## config.mk

```make
export PLATFORM = sky130hd
export DESIGN_NAME = alu_pwr_domain
export DESIGN_NICKNAME = d
export VERILOG_FILES = /design/src/rtl/alu_pwr_domain.sv
export SDC_FILE = /design/constraint.sdc
export NUM_CORES = 1
export LEC_CHECK = 0
export CORE_MARGIN = 1.5
export CORE_UTILIZATION = 55
export CTS_CLUSTER_DIAMETER = 50
export DETAILED_ROUTE_END_ITERATION = 10
export DONT_BUFFER_PORTS = 1
export MAX_ROUTING_LAYER = met4
export PLACE_DENSITY = 0.7
export SLEW_MARGIN = 20
export SYNTH_ARGS = -nofsm -noshare
export SYNTH_HDL_FRONTEND = slang
export SYNTH_SLANG_ARGS = --single-unit
```

## constraint.sdc

```tcl
create_clock -name clk -period 7.7 [get_ports clk]
set_input_delay 2.31 -clock clk [delete_from_list [all_inputs] [get_ports clk]]
set_output_delay 2.31 -clock clk [all_outputs]
set_load 0.01 [all_outputs]
```

## src/rtl/alu_pwr_domain.sv

```systemverilog
// Power-gated ALU domain: sequenced switch/isolation FSM wrapped around a
// multi-cycle start/busy/done ALU whose output is clamped while isolated.
module alu_pwr_domain #(
    parameter int unsigned     WIDTH         = 16,
    parameter logic [WIDTH-1:0] CLAMP_VAL    = WIDTH'(1),
    parameter int unsigned     PWR_UP_CYCLES = 4,
    parameter int unsigned     ISO_CYCLES    = 2,
    parameter int unsigned     LATENCY       = 2
) (
    input  logic             clk,
    input  logic             rst,
    input  logic             pwr_req,
    input  logic             start,
    input  logic [3:0]       opcode,
    input  logic [WIDTH-1:0] a,
    input  logic [WIDTH-1:0] b,
    output logic             pwr_en,
    output logic             iso_en,
    output logic             pwr_ack,
    output logic             busy,
    output logic             done,
    output logic             err,
    output logic [WIDTH-1:0] result,
    output logic [WIDTH-1:0] clamp_obs
);

    localparam int unsigned SeqMax = (PWR_UP_CYCLES > ISO_CYCLES) ? PWR_UP_CYCLES : ISO_CYCLES;
    localparam int unsigned SeqW   = $clog2(SeqMax + 1);
    localparam int unsigned LatW   = $clog2(LATENCY + 1);
    localparam int unsigned ShW    = $clog2(WIDTH);

    localparam logic [2:0] StOff    = 3'd0;
    localparam logic [2:0] StPwrUp  = 3'd1;
    localparam logic [2:0] StIsoRel = 3'd2;
    localparam logic [2:0] StOn     = 3'd3;
    localparam logic [2:0] StIsoSet = 3'd4;

    logic [2:0]       state_q, state_d;
    logic [SeqW-1:0]  seq_cnt_q, seq_cnt_d;
    logic [LatW-1:0]  lat_cnt_q;
    logic             busy_q, done_q, err_q;
    logic [3:0]       op_q;
    logic [WIDTH-1:0] a_q, b_q, res_q, alu_out;
    logic [ShW-1:0]   shamt;
    logic             complete, accept, reject;

    // A start may be taken on the very edge the previous operation retires.
    assign complete = busy_q && (lat_cnt_q == LatW'(LATENCY - 1));
    assign accept   = start && (state_q == StOn) && (!busy_q || complete);
    assign reject   = start && !accept;

    always_comb begin
        state_d   = state_q;
        seq_cnt_d = seq_cnt_q;
        case (state_q)
            StOff: begin
                if (pwr_req) begin
                    state_d   = StPwrUp;
                    seq_cnt_d = '0;
                end
            end
            StPwrUp: begin
                if (seq_cnt_q == SeqW'(PWR_UP_CYCLES - 1)) begin
                    state_d   = StIsoRel;
                    seq_cnt_d = '0;
                end else begin
                    seq_cnt_d = seq_cnt_q + SeqW'(1);
                end
            end
            StIsoRel: begin
                if (seq_cnt_q == SeqW'(ISO_CYCLES - 1)) begin
                    state_d   = StOn;
                    seq_cnt_d = '0;
                end else begin
                    seq_cnt_d = seq_cnt_q + SeqW'(1);
                end
            end
            StOn: begin
                // Power-down waits for any in-flight or just-accepted operation.
                if (!pwr_req && !busy_q && !accept) begin
                    state_d   = StIsoSet;
                    seq_cnt_d = '0;
                end
            end
            StIsoSet: begin
                if (seq_cnt_q == SeqW'(ISO_CYCLES - 1)) begin
                    state_d   = StOff;
                    seq_cnt_d = '0;
                end else begin
                    seq_cnt_d = seq_cnt_q + SeqW'(1);
                end
            end
            default: begin
                state_d   = StOff;
                seq_cnt_d = '0;
            end
        endcase
    end

    assign shamt = b_q[ShW-1:0];

    always_comb begin
        alu_out = '0;
        case (op_q)
            4'd0:    alu_out = a_q + b_q;
            4'd1:    alu_out = a_q - b_q;
            4'd2:    alu_out = a_q & b_q;
            4'd3:    alu_out = a_q | b_q;
            4'd4:    alu_out = a_q ^ b_q;
            4'd5:    alu_out = a_q << shamt;
            4'd6:    alu_out = a_q >> shamt;
            4'd7:    alu_out = a_q * b_q;
            default: alu_out = '0;
        endcase
    end

    always_ff @(posedge clk) begin
        if (rst) begin
            state_q   <= StOff;
            seq_cnt_q <= '0;
            lat_cnt_q <= '0;
            busy_q    <= 1'b0;
            done_q    <= 1'b0;
            err_q     <= 1'b0;
            op_q      <= '0;
            a_q       <= '0;
            b_q       <= '0;
            res_q     <= '0;
        end else begin
            state_q   <= state_d;
            seq_cnt_q <= seq_cnt_d;
            done_q    <= complete;
            err_q     <= reject;

            if (complete) begin
                res_q <= alu_out;
            end else if (state_d == StOff && state_q != StOff) begin
                res_q <= '0; // domain state is lost when the switch opens
            end

            if (accept) begin
                busy_q    <= 1'b1;
                lat_cnt_q <= '0;
                op_q      <= opcode;
                a_q       <= a;
                b_q       <= b;
            end else if (complete) begin
                busy_q    <= 1'b0;
                lat_cnt_q <= '0;
            end else if (busy_q) begin
                lat_cnt_q <= lat_cnt_q + LatW'(1);
            end
        end
    end

    assign pwr_en    = (state_q != StOff);
    assign iso_en    = (state_q != StOn);
    assign pwr_ack   = (state_q == StOn);
    assign busy      = busy_q;
    assign done      = done_q;
    assign err       = err_q;
    assign result    = iso_en ? CLAMP_VAL : res_q;
    assign clamp_obs = CLAMP_VAL;

endmodule

```

==> flow_summary.yaml, run 1 <==
power_and_ir_drop:
  power_density_nw_per_um2: 73.8
  switchingPower_uw: 165
  sw_frac_of_total: 0.223
  p_seq_frac: 0.444
  power_uw: 741
  power.share.combinational: 0.028
  p_leak_nw: 4.17
  p_int_uw: 576
  vdd_drop_max_mv: 0.122
  clkPwrFrac: 0.527
synthesis:
  netlist_instances: 1265
  ys_seq_area_frac: 0.130
  synth_seq_cells: 63
  yosys_warnings: 0
  avgSynthCellArea_um2: 7.67
  yosys.area_share.simple: 0.189
  synth_area_um2: 9710
  yosys.area_share.adder: 0.301
  synthMuxAreaShare: 0.0633
  synthFlopType: "dfxtp_1"
  synth_compound_area_frac: 0.154
  synthArstFlopShare: 0
  synth_top_family_by_area: "adder cells"
  synth_cell_type_count: 70
  synth_edf_count: 0
  synth_xor_area_frac: 0.0540
finish:
  syn2layout_area_growth_pct: 3.46
  drive_above_1_share: 0.0533
  regArea_um2: 1260
  final_common_cell: "nand2_1"
  antenna_cells: 0
  nFillCells: 1648
  nets: 1440
  multi_input_comb_area_um2: 7460
  layout_common_cells: "194 x nand2_1, 157 x inv_1, 122 x nor2_1"
worst_setup_path:
  path_delay_family: "adder cells"
  cp-end-kind: "flop"
  rrSetupSlack_ns: 1.58
  crit_top_cell: "fa_1"
  critical_path_required_ns: 7.95
  critPathKind: "flop to flop"
  cp_num_buf_inv: 6
  cp_data_arrival_time_ns: 6.37
  path_cells: "clkinv_1, nor2_1, fa_1, inv_1, fa_1, fa_1, fa_1, inv_1, fa_1, inv_1, fa_1, inv_1, ha_1, a21oi_1, inv_1, and3_1, a221oi_1, nor4b_1, nor3_1, a221oi_1"
  timing.rr.start: "a_q[5]$_SDFFE_PP0P_"
  reg2reg_to: "res_q[14]$_SDFFE_PP0P_"
  path_depth: 20
  startpoint: "a_q[5]$_SDFFE_PP0P_"
  critPathCapture: "res_q[14]$_SDFFE_PP0P_"
  crit_path_start_kind: "flop"
  slowest_stage: "dfxtp_1"
  critPathMaxStageDelay_ns: 0.63
  cp_max_fo: 13
  r2r_cells: 20
floorplanning:
  fp.coreArea_um2: 17300
  dieArea_um2: 18500
  ioPinCount: 78
  die_w_um: 136
  initial_core_util: 0.561
  num_rows: 48
  die_h_um: 136
global_routing:
  first_global_vias: 8403
  track_usage: 0.343
  antenna_found_initial: 0
  grt_overflow: 0
  grt_max_degree: 65
  grt_pass1_wl_mm: 46.2
clock_network:
  cts_made_buffers: 9
  cts_buffer_depth: 2
  clock_latency_ns: 0.34
  htree_levels: 3
  cts_tree: "done"
  cts_resized: 0
  root_buffer: "clkbuf_16"
  clk_pin_slew_worst_paths_ns: 0.06
  cts_setup_buffers: 0
  cts_num_sinks: 63
  hold_buffers: 0
status:
  status: "complete, no violations"
placed_design:
  globalplace.congestion: 1.04
  place_hpwl_mm: 23.4
  pre_cts_slack_ns: 1.58
  io_buffers: 0
timing:
  fmax_mhz: 163
  fin_tns_setup_ns: 0
  period_share: 0.795
  fin_crit_ns: 6.12
  setup_slack_ns: 1.58
  grt_setup_unrepaired: "no"
  fin_skew_ns: 0.0119
  maxSlewViolCount: 0
  relSlewSlack: 0.322
  setup_violations: 0
  hold_viol_final: 0
  worst_slew_pin_slew_ns: 1.01
route:
  vias: 8789
  ant_nets: 0
  wl_mm: 30.2
  first_iter_violations: 916
  drc: 0
  firstDrtPassIters: 7
  detail_route.wl_per_cell_um: 20.9
  avgViaCountPerCell: 6.09
flow_run:
  max_cap_violations: 0
worst_hold_path:
  min_path_type: "flop to flop"
state kept, by name (all words and copies together) (netlist names):
register   count
a_q           16
b_q           16
busy           1
done           1
err            1
lat_cnt_q      2
op_q           4
res_q         16
seq_cnt_q      3
state_q        3
final cells by class:
cell class,instances,share of cell area
multi-input combinational,959,0.743
timing repair buffer,18,0.0135
clock buffer,12,0.0265
sequential,63,0.126
tap,225,0.0280
clock inverter,3,0.00174
inverter,164,0.0613
metal layers:
| metal | global-route usage | part of all wire |
|---|---|---|
| met5 | - | 0 |
| met4 | 0.167 | 0.052 |
| met3 | 0.0533 | 0.092 |
| met2 | 0.506 | 0.44 |
| met1 | 0.460 | 0.42 |
cell families after synthesis:
family          Yosys count
buf+inv                 257
mux                      47
flops                    63
xor+xnor                 59
simple gates            419
fa+ha+maj               185
compound gates          233
other cells               2
metrics by stage:
step	std cells	util	hold WS (ns)	instance area, µm²
after global routing	1444	0.581	0.478	10000
final	1444	0.581	0.444	10000
after global placement	1429	0.564	0.432	9750
after detailed placement	1429	0.564	0.438	9750
after floorplan	1279	-	0.427	9760
after CTS	1444	0.580	0.446	10000
worst min path at each step:
stage                                     start               endpoint  slack [ns]  depth (start not counted)
final                     res_q[9]$_SDFFE_PP0P_  res_q[9]$_SDFFE_PP0P_        0.44                          2
after floorplan           res_q[6]$_SDFFE_PP0P_  res_q[6]$_SDFFE_PP0P_        0.43                          2
after global routing      res_q[6]$_SDFFE_PP0P_  res_q[6]$_SDFFE_PP0P_        0.48                          2
after CTS                 res_q[9]$_SDFFE_PP0P_  res_q[9]$_SDFFE_PP0P_        0.45                          2
after detailed placement  res_q[9]$_SDFFE_PP0P_  res_q[9]$_SDFFE_PP0P_        0.44                          2
after global placement    res_q[3]$_SDFFE_PP0P_  res_q[3]$_SDFFE_PP0P_        0.43                          2
worst register-to-register path: stages, from the launching register on:
cell,delay [ns]
dfxtp_1,0.63
clkinv_1,0.36
nor2_1,0.20
fa_1,0.43
inv_1,0.08
fa_1,0.43
fa_1,0.49
fa_1,0.54
inv_1,0.05
fa_1,0.48
inv_1,0.05
fa_1,0.54
inv_1,0.06
ha_1,0.33
a21oi_1,0.24
inv_1,0.09
and3_1,0.18
a221oi_1,0.27
nor4b_1,0.27
nor3_1,0.09
a221oi_1,0.23
power by group through the flow:
stage	registers, mW	logic (mW)	clock network (mW)
after CTS	0.329	0.0203	0.394
after detailed placement	0.336	0.0200	0
after floorplan	0.335	0.0276	0
after global placement	0.336	0.0198	0
after global routing	0.330	0.0231	0.408
final	0.330	0.0209	0.391
synth_stat cells (3+ instances only):
cell      number  area (µm²)
a221o_1        3        30.0
nor2_1       122         458
nand3b_1       5        37.5
o31ai_1        5        37.5
nand2b_1      13        81.3
nand2_1      194         728
buf_1          7        26.3
clkinv_1       5        18.8
o21ai_0       42         210
a31oi_1        9        56.3
nor2b_1        3        18.8
and3_1         5        31.3
mux2i_1       31         310
xnor2_1       45         394
xor2_1        13         114
dfxtp_1       63        1260
mux2_2         5        56.3
mux4_2        11         248
inv_1        157         589
o311a_1        3        30.0
nor3_1        27         135
and2_1        17         106
o21a_1         8        60.1
o221ai_1       6        52.6
o211ai_1       9        67.6
a21oi_1       83         415
fa_1          81        1620
a21o_1         8        60.1
buf_2         12        60.1
ha_1         104        1300
or3_1          8        50.1
o22ai_1        4        25.0
clkbuf_1      57         214
nor4_1         4        25.0
nand3_1        5        25.0
a22oi_1        4        30.0
o31a_1         3        26.3
or2_2          6        37.5
a211oi_1       6        45.0
a221oi_1      19         166
buf_4         16         120
(Power assumes the default switching activity.)
==> run 2, diff against run 1 <==
Settings changed: PLACE_DENSITY 0.7 to 0.73.
Clock period 7.7 ns to 5 ns, I/O delays scaled along.
==> run 2 against run 1 <==
The flow now finishes with violations (negative setup slack). Critical path depth is the same. Core utilization grew 9.1 points. Die area is the same. Maximum frequency grew 17%. Sequential power grew 52%. Worst hold slack lost 0.0061 ns. Via count grew 9.3%. Cell count grew 9.6%. Total power grew 51%. Clock power grew 50%. Largest cell class unchanged.
==> flow_summary.yaml, run 2 (synthesis results as in run 1) <==
status:
  status: "finished with violations"
  violations: "negative setup slack"
floorplanning:
  dieArea_um2: 18500
  die_h_um: 136
  num_rows: 48
  fp.coreArea_um2: 17300
  ioPinCount: 78
  die_w_um: 136
  initial_core_util: 0.561
timing:
  worst_slew_pin_slew_ns: 0.946
  grt_setup_unrepaired: "yes"
  setup_slack_ns: -0.218
  period_share: 1.04
  fin_tns_setup_ns: -0.641
  fmax_mhz: 192
  fin_crit_ns: 5.22
  fin_skew_ns: 0.00824
  setup_violations: 5
  relSlewSlack: 0.369
  hold_viol_final: 0
  maxSlewViolCount: 0
global_routing:
  antenna_found_initial: 1
  grt_overflow: 0
  grt_pass1_wl_mm: 51.0
  first_global_vias: 9324
  grt_max_degree: 65
  track_usage: 0.379
clock_network:
  htree_levels: 3
  cts_made_buffers: 9
  cts_buffer_depth: 2
  hold_buffers: 0
  clk_pin_slew_worst_paths_ns: 0.06
  cts_tree: "done"
  clock_latency_ns: 0.34
  cts_num_sinks: 63
  root_buffer: "clkbuf_16"
finish:
  final_area_um2: 11600
  nets: 1578
  layout_common_cells: "190 x nand2_1, 144 x buf_4, 141 x inv_1"
  drive_above_1_share: 0.217
  reg_top3: "a_q (16), b_q (16), res_q (16)"
  final_common_cell: "nand2_1"
  syn2layout_area_growth_pct: 19.7
  final_cells: 1583
worst_setup_path:
  cp_data_arrival_time_ns: 5.47
  reg2reg_to: "res_q[14]$_SDFFE_PP0P_"
  critical_path_required_ns: 5.25
  path_cells: "inv_1, nor2_1, fa_1, inv_1, fa_1, inv_1, ha_2, fa_1, fa_1, inv_1, fa_1, inv_2, ha_4, or4_1, o21ai_1, a21oi_2, a221oi_4, nor4b_4, nor3_2, a221oi_1"
  crit_top_cell: "fa_1"
  critPathCapture: "res_q[14]$_SDFFE_PP0P_"
  timing.rr.start: "a_q[2]$_SDFFE_PP0P_"
  startpoint: "a_q[2]$_SDFFE_PP0P_"
  r2r_cells: 20
  crit_path_start_kind: "flop"
  critPathKind: "flop to flop"
  rrSetupSlack_ns: -0.22
  cp_max_fo: 4
  slowest_stage: "fa_1"
  critPathMaxStageDelay_ns: 0.52
  cp-end-kind: "flop"
route:
  vias: 9608
  firstDrtPassIters: 5
  drc: 0
  first_iter_violations: 847
  ant_nets: 0
  wl_mm: 33.4
  avgViaCountPerCell: 6.07
  detail_route.wl_per_cell_um: 21.1
worst_hold_path:
  hp-start: "res_q[6]$_SDFFE_PP0P_"
  min_path_type: "flop to flop"
flow_run:
  max_cap_violations: 0
power_and_ir_drop:
  power_mw: 1.12
  p_leak_nw: 4.88
  power_density_nw_per_um2: 96.4
  vdd_drop_max_mv: 0.249
placed_design:
  globalplace.congestion: 1.03
  placedCellCount: 1549
  place_hpwl_mm: 26.0
  io_buffers: 0
  placed_cell_area_um2: 10900
[run 2: changes by cell type in the layout (fill, tap and decap cells not counted), moves of 5 or more]
cell      previous run  this run
buf_4               18       144
ha_1               104        85
inv_1              157       141
dfxtp_1             62        47
inv_2                2        15
nor2_1             122       109
ha_4                 0        12
nor2_2               0        12
dfxtp_4              0         8
dfxtp_2              1         8
ha_2                 0         7
buf_12               0         6
clkinv_1             5         0
[run 2: layout make-up]
| class | count | area [µm²] |
|---|---|---|
| Antenna cell | 1 | 2.50 |
| Tap cell | 225 | 282 |
| Clock inverter | 4 | 22.5 |
| Fill cell | 1448 | 5680 |
| Timing Repair Buffer | 156 | 1280 |
| Multi-Input combinational cell | 959 | 7830 |
| Clock buffer | 11 | 243 |
| Inverter | 164 | 659 |
| Sequential cell | 63 | 1300 |
[run 2: worst min path at each step]
stage	to	slack, ns	depth (start not counted)
2_1_floorplan	res_q[6]$_SDFFE_PP0P_	0.43	2
3_3_place_gp	res_q[6]$_SDFFE_PP0P_	0.43	2
3_5_place_dp	res_q[6]$_SDFFE_PP0P_	0.43	2
4_1_cts	res_q[9]$_SDFFE_PP0P_	0.44	2
5_1_grt	res_q[6]$_SDFFE_PP0P_	0.46	2
6_report	res_q[6]$_SDFFE_PP0P_	0.44	2
[run 2: per-layer routing]
metal  up-vias  track usage  wire (µm)
met5         -            -          0
met4         0        0.142       1530
met3       125       0.0705       3400
met2       564        0.584      15100
met1      4588        0.495      13400
li1       4331            -          -
[run 2: repair_timing]
action / CTS / global route
gates resized for setup: 61 / 35
pin swaps: 37 / 29
setup endpoints to repair: 7 / 8
buffers inserted: 17 / 1
[run 2: per-stage QoR]
| stage | setup WS, ns | util | hold slack, ns |
|---|---|---|---|
| 3_5_place_dp | -0.347 | 0.627 | 0.434 |
| 4_1_cts | -0.222 | 0.662 | 0.441 |
| 2_1_floorplan | -0.201 | - | 0.427 |
| 5_1_grt | -0.411 | 0.672 | 0.461 |
| 3_3_place_gp | -0.277 | 0.627 | 0.431 |
| 6_report | -0.218 | 0.672 | 0.438 |
[run 2: worst max-delay path, delay by kind of cell, from the launching register on]
family                     cells  cell delay [ns]
DFF                            1             0.35
and+or+nand+nor                4             0.85
AOI/OAI and AO/OA              4             0.73
adders and majority gates      7             2.76
buffers and inverters          5             0.42
[run 2: power by group]
group	internal, mW	switching, mW	leakage, nW
logic	0.0120	0.0208	4.23
clock network	0.343	0.241	0.131
registers	0.500	0.00294	0.519
